`src/rtl/fetch_unit_if.sv`:
```
// Instruction-memory request/response bus between the fetch stage and imem.
// One request may be outstanding. rvalid returns at least one cycle after the grant.
interface fetch_unit_if;
    logic        imem_req;
    logic [31:0] imem_addr;
    logic        imem_gnt;
    logic        imem_rvalid;
    logic [31:0] imem_rdata;

    modport master (
        output imem_req,
        output imem_addr,
        input  imem_gnt,
        input  imem_rvalid,
        input  imem_rdata
    );

    modport slave (
        input  imem_req,
        input  imem_addr,
        output imem_gnt,
        output imem_rvalid,
        output imem_rdata
    );
endinterface

```
`src/rtl/fetch_unit.sv`:
```
// Instruction fetch stage: owns the PC, fetches one word at a time, holds it in a
// one-entry output register for decode, and squashes wrong-path fetches on redirect.
module fetch_unit #(
    parameter logic [31:0] RESET_PC  = 32'h0000_0000,
    parameter logic [31:0] NOP_INSTR = 32'h0000_0013
) (
    input  logic               clk,
    input  logic               reset_n,
    input  logic               PCSrc,
    input  logic [31:0]        PCTarget,
    fetch_unit_if.master       imem,
    output logic               instr_valid,
    input  logic               instr_ready,
    output logic [31:0]        Instr,
    output logic [31:0]        PC,
    output logic [31:0]        PCPlus4,
    output logic               misalign
);

    typedef enum logic [1:0] {
        FETCH,
        WAIT,
        FULL,
        DRAIN
    } state_t;

    state_t      state;
    state_t      state_next;
    logic [31:0] pc_q;
    logic [31:0] req_q;
    logic        grant;
    logic        resp;
    logic        accept;

    assign grant  = imem.imem_req & imem.imem_gnt;
    assign resp   = imem.imem_rvalid;
    assign accept = instr_valid & instr_ready;

    // NOTE: sequential state uses non-blocking assignments so every flop samples pre-edge values.
    always_ff @(posedge clk or negedge reset_n) begin
        if (!reset_n) begin
            state <= FETCH;
        end else begin
            state <= state_next;
        end
    end

    // Redirect outranks every other event; rvalid only matters while a request is outstanding.
    always_comb begin
        // NOTE: default assignment first so no path leaves state_next unassigned (no latch).
        state_next = state;
        unique case (state)
            FETCH: begin
                if (!PCSrc && imem.imem_gnt) state_next = WAIT;
            end
            WAIT: begin
                if (resp)       state_next = PCSrc ? FETCH : FULL;
                else if (PCSrc) state_next = DRAIN;
            end
            FULL: begin
                if (PCSrc || accept) state_next = FETCH;
            end
            DRAIN: begin
                if (resp) state_next = FETCH;
            end
            default: state_next = FETCH;
        endcase
    end

    // Gating the request with PCSrc keeps a wrong-path grant from ever happening.
    always_comb begin
        imem.imem_req  = reset_n && (state == FETCH) && !PCSrc;
        imem.imem_addr = pc_q;
    end

    always_ff @(posedge clk or negedge reset_n) begin
        if (!reset_n) begin
            pc_q        <= RESET_PC;
            req_q       <= RESET_PC;
            instr_valid <= 1'b0;
            Instr       <= NOP_INSTR;
            PC          <= RESET_PC;
            PCPlus4     <= RESET_PC + 32'd4;
            misalign    <= 1'b0;
        end else begin
            misalign <= PCSrc & (|PCTarget[1:0]);
            if (PCSrc) begin
                pc_q        <= {PCTarget[31:2], 2'b00};
                instr_valid <= 1'b0;
                Instr       <= NOP_INSTR;
            end else begin
                if (grant) begin
                    req_q <= pc_q;
                end
                if ((state == WAIT) && resp) begin
                    Instr       <= imem.imem_rdata;
                    PC          <= req_q;
                    PCPlus4     <= req_q + 32'd4;
                    instr_valid <= 1'b1;
                    pc_q        <= req_q + 32'd4;
                end else if ((state == FULL) && accept) begin
                    instr_valid <= 1'b0;
                    Instr       <= NOP_INSTR;
                end
            end
        end
    end

endmodule

```
`src/flat_wrapper.sv`:
```
// flat-port wrapper written by rule: the top's interface ports become plain ports
module fetch_unit_flat 
#(
    parameter logic [31:0] RESET_PC  = 32'h0000_0000,
    parameter logic [31:0] NOP_INSTR = 32'h0000_0013
)
  (clk, reset_n, PCSrc, PCTarget, instr_valid, instr_ready, Instr, PC, PCPlus4, misalign, imem_imem_req, imem_imem_addr, imem_imem_gnt, imem_imem_rvalid, imem_imem_rdata);
  fetch_unit_if imem_i ();
  input  logic clk;
  input  logic reset_n;
  input  logic PCSrc;
  input  logic [31:0] PCTarget;
  output logic instr_valid;
  input  logic instr_ready;
  output logic [31:0] Instr;
  output logic [31:0] PC;
  output logic [31:0] PCPlus4;
  output logic misalign;
  output wire logic [$bits(imem_i.imem_req)-1:0] imem_imem_req;
  output wire logic [$bits(imem_i.imem_addr)-1:0] imem_imem_addr;
  input wire logic [$bits(imem_i.imem_gnt)-1:0] imem_imem_gnt;
  input wire logic [$bits(imem_i.imem_rvalid)-1:0] imem_imem_rvalid;
  input wire logic [$bits(imem_i.imem_rdata)-1:0] imem_imem_rdata;
  assign imem_imem_req = imem_i.imem_req;
  assign imem_imem_addr = imem_i.imem_addr;
  assign imem_i.imem_gnt = imem_imem_gnt;
  assign imem_i.imem_rvalid = imem_imem_rvalid;
  assign imem_i.imem_rdata = imem_imem_rdata;
  fetch_unit #(.RESET_PC(RESET_PC), .NOP_INSTR(NOP_INSTR)) u_core (.clk(clk), .reset_n(reset_n), .PCSrc(PCSrc), .PCTarget(PCTarget), .imem(imem_i), .instr_valid(instr_valid), .instr_ready(instr_ready), .Instr(Instr), .PC(PC), .PCPlus4(PCPlus4), .misalign(misalign));
endmodule
```
`config.mk`:
```
export PLATFORM = sky130hd
export DESIGN_NAME = fetch_unit_flat
export DESIGN_NICKNAME = d
export VERILOG_FILES = /design/src/rtl/fetch_unit_if.sv /design/src/rtl/fetch_unit.sv /design/src/flat_wrapper.sv
export SDC_FILE = /design/constraint.sdc
export NUM_CORES = 1
export LEC_CHECK = 0
export CAP_MARGIN = 10
export CORE_UTILIZATION = 35
export CTS_BUF_LIST = sky130_fd_sc_hd__clkbuf_8
export CTS_CLUSTER_SIZE = 25
export DETAILED_ROUTE_END_ITERATION = 10
export SYNTH_ARGS = -nofsm -noshare
export SYNTH_HDL_FRONTEND = slang
export SYNTH_SLANG_ARGS = --single-unit
```
`constraint.sdc`:
```
create_clock -name clk -period 2.53 [get_ports clk]
set_input_delay 0.506 -clock clk [delete_from_list [all_inputs] [get_ports clk]]
set_output_delay 0.506 -clock clk [all_outputs]
set_load 0.02 [all_outputs]
```
Word-level counts from Yosys, hierarchy flattened
Cells that the tools add are included.

storage, ports and cells
  output and inout bits = 131
  flip-flop bits (word level) = 164

operators by class
  mux-type cells = 15
  reduce and logical (&&, ||, !) cells = 14
  $add $sub $neg = 1
  bitwise operators = 4
  equal/unequal tests = 7

operators by type and width
  operator               number
  $mux 32                5
  $add 32x3->32 const B  1
  $mux 2                 6
  $pmux 2 s4             1
  $logic_and 1x1->1      5
  $eq 2x2->1 const B     2
  $ne 2x1->1 const B     2
  $reduce_and 2->1       2
  $reduce_and 4->1       1
  $and 1x1->1            3
  $mux 1                 3
  $ne 3x3->1 const B     1
  $reduce_bool 3->1      1
  $eq 2x1->1 const B     1
  $logic_not 2->1        1
  $ne 2x2->1 const B     1
  $reduce_bool 2->1      1
  $reduce_or 2->1        1
  $logic_not 1->1        1
  $logic_or 1x1->1       1
  $not 1->1              1

Depth between registers and ports, before layout
  word-level depth = 5
  mapped depth = 7
  mapped depth without buffers = 6

Least setup slack after synthesis
No wires, ideal clock.

  kind = input to register
  from = input PCSrc
  to = register u_core.req_q[10]
  slack = 0.215 ns
  data arrival time = 2.190 ns
  stages = 4
  required time = 2.405 ns
  setup time = 0.125 ns
  cell sequence = nor4b_1 -> nand2_1 -> buf_1 -> mux2_2

between the ends
  word-level cells in the longest chain between the ends = 4

ends and longest elaborated chain
  element                              RTL line            text
  from (decl)                          flat_wrapper.sv:11  input logic PCSrc;
  $logic_not 1->1                      fetch_unit.sv:72    imem.imem_req = reset_n && (state == FETCH) && !PCSrc;
  $logic_and 1x1->1                    fetch_unit.sv:72
  $and 1x1->1                          fetch_unit.sv:35    assign grant = imem.imem_req & imem.imem_gnt;
  $reduce_and 2->1 (no source line) *  -
  to (signal assigned)                 fetch_unit.sv:93    req_q <= pc_q;
  to (decl)                            fetch_unit.sv:30    logic [31:0] req_q;

Every way passes the cells marked *; elsewhere a longest branch is shown, timed or not.
A chain may end at the register's enable or synchronous reset.

Worst setup path after layout
  from = register u_core.state[1]
  to = output imem_imem_req

between the ends
  word-level cells in the longest chain between the ends = 3

ends and longest elaborated chain
  element                          RTL line            text
  from (decl)                      fetch_unit.sv:27    state_t state;
  from (signal assigned)           fetch_unit.sv:44    state <= state_next;
  $logic_not 2->1                  fetch_unit.sv:72
  $logic_and 1x1->1 (2 in series)  fetch_unit.sv:72
  to (decl)                        flat_wrapper.sv:19  output wire logic [$bits(imem_i.imem_req)-1:0] imem_imem_req;

Every way passes these cells.

==> flow_metrics.env <==
export IMPL_outcome="finished, final reports clean"
export IMPL_synthArstFlopShare=1.00
export IMPL_cts_tree="built"
export IMPL_power_w=0.00903
export IMPL_hold_buffers=0
export IMPL_n_fill_cell=1669
export IMPL_syn_to_final_growth_pct=41.3
export IMPL_numCtsBuffers=17
export IMPL_dieArea_mm2=0.0197
export IMPL_critPathRequiredTime_ns=2.02
export IMPL_cts_num_sinks=162
export IMPL_netlist_area_mm2=0.00668
export IMPL_synth_fp_nets=687
export IMPL_dp_hpwl_um=12900
export IMPL_core_mm2=0.0187
export IMPL_yosys_warnings=0
export IMPL_firstDrtPassIters=6
export IMPL_grt_pass1_wl_um=30100
export IMPL_synth_xor_area_frac=0.0367
export IMPL_synth_compound_area_frac=0.112
export IMPL_synth_top_family_by_area="simple AND/OR/NAND/NOR gates"
export IMPL_leakage_nw=4.19
export IMPL_critical_path_buf_inv_count=1
export IMPL_avgSynthCellArea_um2=10.8
export IMPL_wl_um=18700
export IMPL_cp_start_kind="register"
export IMPL_place_area_mm2=0.00901
export IMPL_cpMaxStageDelayCell="dfrtp_1"
export IMPL_start_util=0.357
export IMPL_grtUsageTotal=0.200
export IMPL_ys_ff_latch=162
export IMPL_finalCritPeriodShare=0.862
export IMPL_synthDistinctLibCells=44
export IMPL_hold_slack_ns=0.118
export IMPL_portBuffers=200
export IMPL_n_antenna_cell=0
export IMPL_rsz0062_at_grt="no"
export IMPL_setup_violations=0
export IMPL_ir_worst_vdd_mv=0.357
export IMPL_dpl_cell_count=1026
export IMPL_finClkSkew_ns=0.0124
export IMPL_clock_path_buffers=2
export IMPL_seq_area_frac_synth=0.607
export IMPL_synth_edff_count=0
export IMPL_report_final_slew_viol_count=0
export IMPL_worstPathMaxFanout=5
export IMPL_synth_top_flop_cell="dfrtp_1"
export IMPL_reg2reg_slack_ns=0.40
export IMPL_rows=50
export IMPL_fp_dieH_um=140
export IMPL_instances_no_fill=1058
export IMPL_worstPathCellList="nor4b_1, dlygate4sd2_1"
export IMPL_final_layout_size_suffix_gt1_frac=0.115
export IMPL_grt_pass1_vias=5450
export IMPL_r2r_end="u_core.imem.imem_addr[16]"
export IMPL_antenna_found_initial=0
export IMPL_reg2regPathDepth=6
export IMPL_fin_setup_tns_ns=0
export IMPL_end_kind="output pin"
export IMPL_crit_type="reg -> out"
export IMPL_critical_path_cell_count=2
export IMPL_worstPathArrival_ns=1.68
export IMPL_drt_iter0_markers=256
export IMPL_min_period_ns=2.18
export IMPL_path_clk_slew_ns=0.09
export IMPL_num_nets_final=882
export IMPL_relSlewSlack=0.545
export IMPL_grt_max_degree=112
export IMPL_drv_cap=0
export IMPL_antenna_left=0
export IMPL_fmaxAchievable_mhz=458
export IMPL_synthMuxAreaShare=0.0584
export IMPL_synth_cells=616
export IMPL_vias_per_cell=5.02
export IMPL_cpLargestDelayFamily="flip-flops"
export IMPL_root_buffer="clkbuf_8"
export IMPL_grt_overflow=0
export IMPL_startpoint="u_core.state[1]"
export IMPL_r2r_start="u_core.req_q[2]"
export IMPL_final_area_mm2=0.00944
export IMPL_htree_num_levels=4
export IMPL_vias=5309
export IMPL_io_pins=201
export IMPL_worstSkewPairLatency_ns=0.46
export IMPL_wl_per_cell_um=17.7
export IMPL_worst_slew_pin_transition_ns=0.683
export IMPL_die_width_um=140
export IMPL_critPathCapture="imem_imem_req"
export IMPL_drc_errors=0
export IMPL_hold_viol=0
export IMPL_hold_class="in -> async"
export IMPL_cellPowerDensity_mw_per_mm2=956
export IMPL_gp_congestion=0.804
export IMPL_yosys_area_share_simple=0.159
export IMPL_max_stage_delay_ns=0.42
export IMPL_synth_fa_ha_area_frac=0.00187
-- cell families after synthesis --
| kind of cell | Yosys count |
|---|---|
| AO/OA/AOI/OAI | 112 |
| XOR/XNOR | 28 |
| adder cells (fa/ha/maj) | 1 |
| buffers and inverters | 41 |
| flip-flops | 162 |
| multiplexers | 35 |
| AND/OR/NAND/NOR | 237 |
-- worst min path at each step --
stage	start	depth (start not counted)	endpoint	slack [ns]
2_1_floorplan	reset_n	0	u_core.Instr[10]	0.21
5_1_grt	reset_n	2	u_core.PC[11]	0.17
4_1_cts	reset_n	2	u_core.Instr[13]	0.17
3_5_place_dp	u_core.PC[20]	2	u_core.PC[20]	0.46
3_3_place_gp	u_core.PC[31]	2	u_core.PC[31]	0.46
6_report	reset_n	2	u_core.Instr[13]	0.12
-- worst reg2reg max path: stages, from the launching register on --
cell and delay (ns):
dfrtp_1 0.52, ha_1 0.24, and3_1 0.25, nor3b_1 0.43, nand4_1 0.17, xor2_1 0.22
o221ai_1 0.16
-- metal layers --
metal | global-route usage | wire, um
met3 | 0.0424 | 958
met4 | 0.0717 | 295
met1 | 0.259 | 8230
met5 | 0 | 0
met2 | 0.331 | 9220
-- timing repair --
action / in CTS / in global routing
endpoints found under the setup margin: 1 / 0
resized for setup: 1 / 0
setup buffers: 0 / 0
-- power by group --
group,leakage [nW],internal [W],switching (W)
Combinational,1.90,0.00147,0.00156
Clock,0.218,0.00101,0.00105
Sequential,2.08,0.00330,0.000639
-- sequential cells by signal, indices dropped and copies added (netlist names) --
signal,cells
u_core.PCPlus4,30
u_core.Instr,32
u_core.state,2
u_core.instr_valid,1
u_core.PC,32
u_core.imem.imem_addr,32
u_core.misalign,1
u_core.req_q,32
-- cell usage after synthesis, types with 2 or more instances --
cell type | count | area (um2)
xor2_1 | 17 | 149
a22o_1 | 29 | 254
dfstp_2 | 4 | 105
nand2b_1 | 2 | 12.5
nor4_1 | 2 | 12.5
mux2_2 | 32 | 360
nand3_1 | 3 | 15.0
o22a_1 | 3 | 26.3
a21o_1 | 2 | 15.0
buf_1 | 5 | 18.8
buf_4 | 2 | 15.0
xnor2_1 | 11 | 96.3
nand2_1 | 174 | 653
dfrtp_1 | 158 | 3950
a22oi_1 | 10 | 75.1
mux2i_1 | 3 | 30.0
o21ai_1 | 8 | 40.0
and3_1 | 6 | 37.5
clkbuf_1 | 33 | 124
o221ai_1 | 3 | 26.3
o21ai_0 | 38 | 190
a211oi_1 | 2 | 15.0
nand4_1 | 14 | 87.6
nor3_1 | 5 | 25.0
nor2_1 | 13 | 48.8
nor3b_1 | 8 | 60.1
a21oi_1 | 12 | 60.1
-- layout make-up --
cell class / count / area (um2) / area share
well taps: 234 / 293 / 0.0310
repair buffers: 217 / 2190 / 0.232
multi-input cells: 413 / 2470 / 0.262
clock buffers: 17 / 234 / 0.0248
clock inverters: 15 / 198 / 0.0209
flip-flops and latches: 162 / 4060 / 0.430
-- per-stage QoR --
stage | worst slack [ns] | utilization
floorplan | 0.215 | -
global placement | 0.281 | 0.482
detailed placement | 0.274 | 0.482
CTS | 0.298 | 0.505
global route | 0.216 | 0.505
finish | 0.349 | 0.505
-- placed cells by master, fill, tap and decap left out, drive strengths merged, types with 5 or more instances in the layout --
cell type and count:
a21oi 12, dfrtp 158, clkdlybuf4s50 197, nor3 5, nand2 174, nor2 13, mux2 32, and3 6
xnor2 11, o21ai 46, nand4 14, a22o 29, xor2 17, inv 8, nor3b 8, a22oi 10
buf 19, clkbuf 17
(Power assumes the default switching activity.)
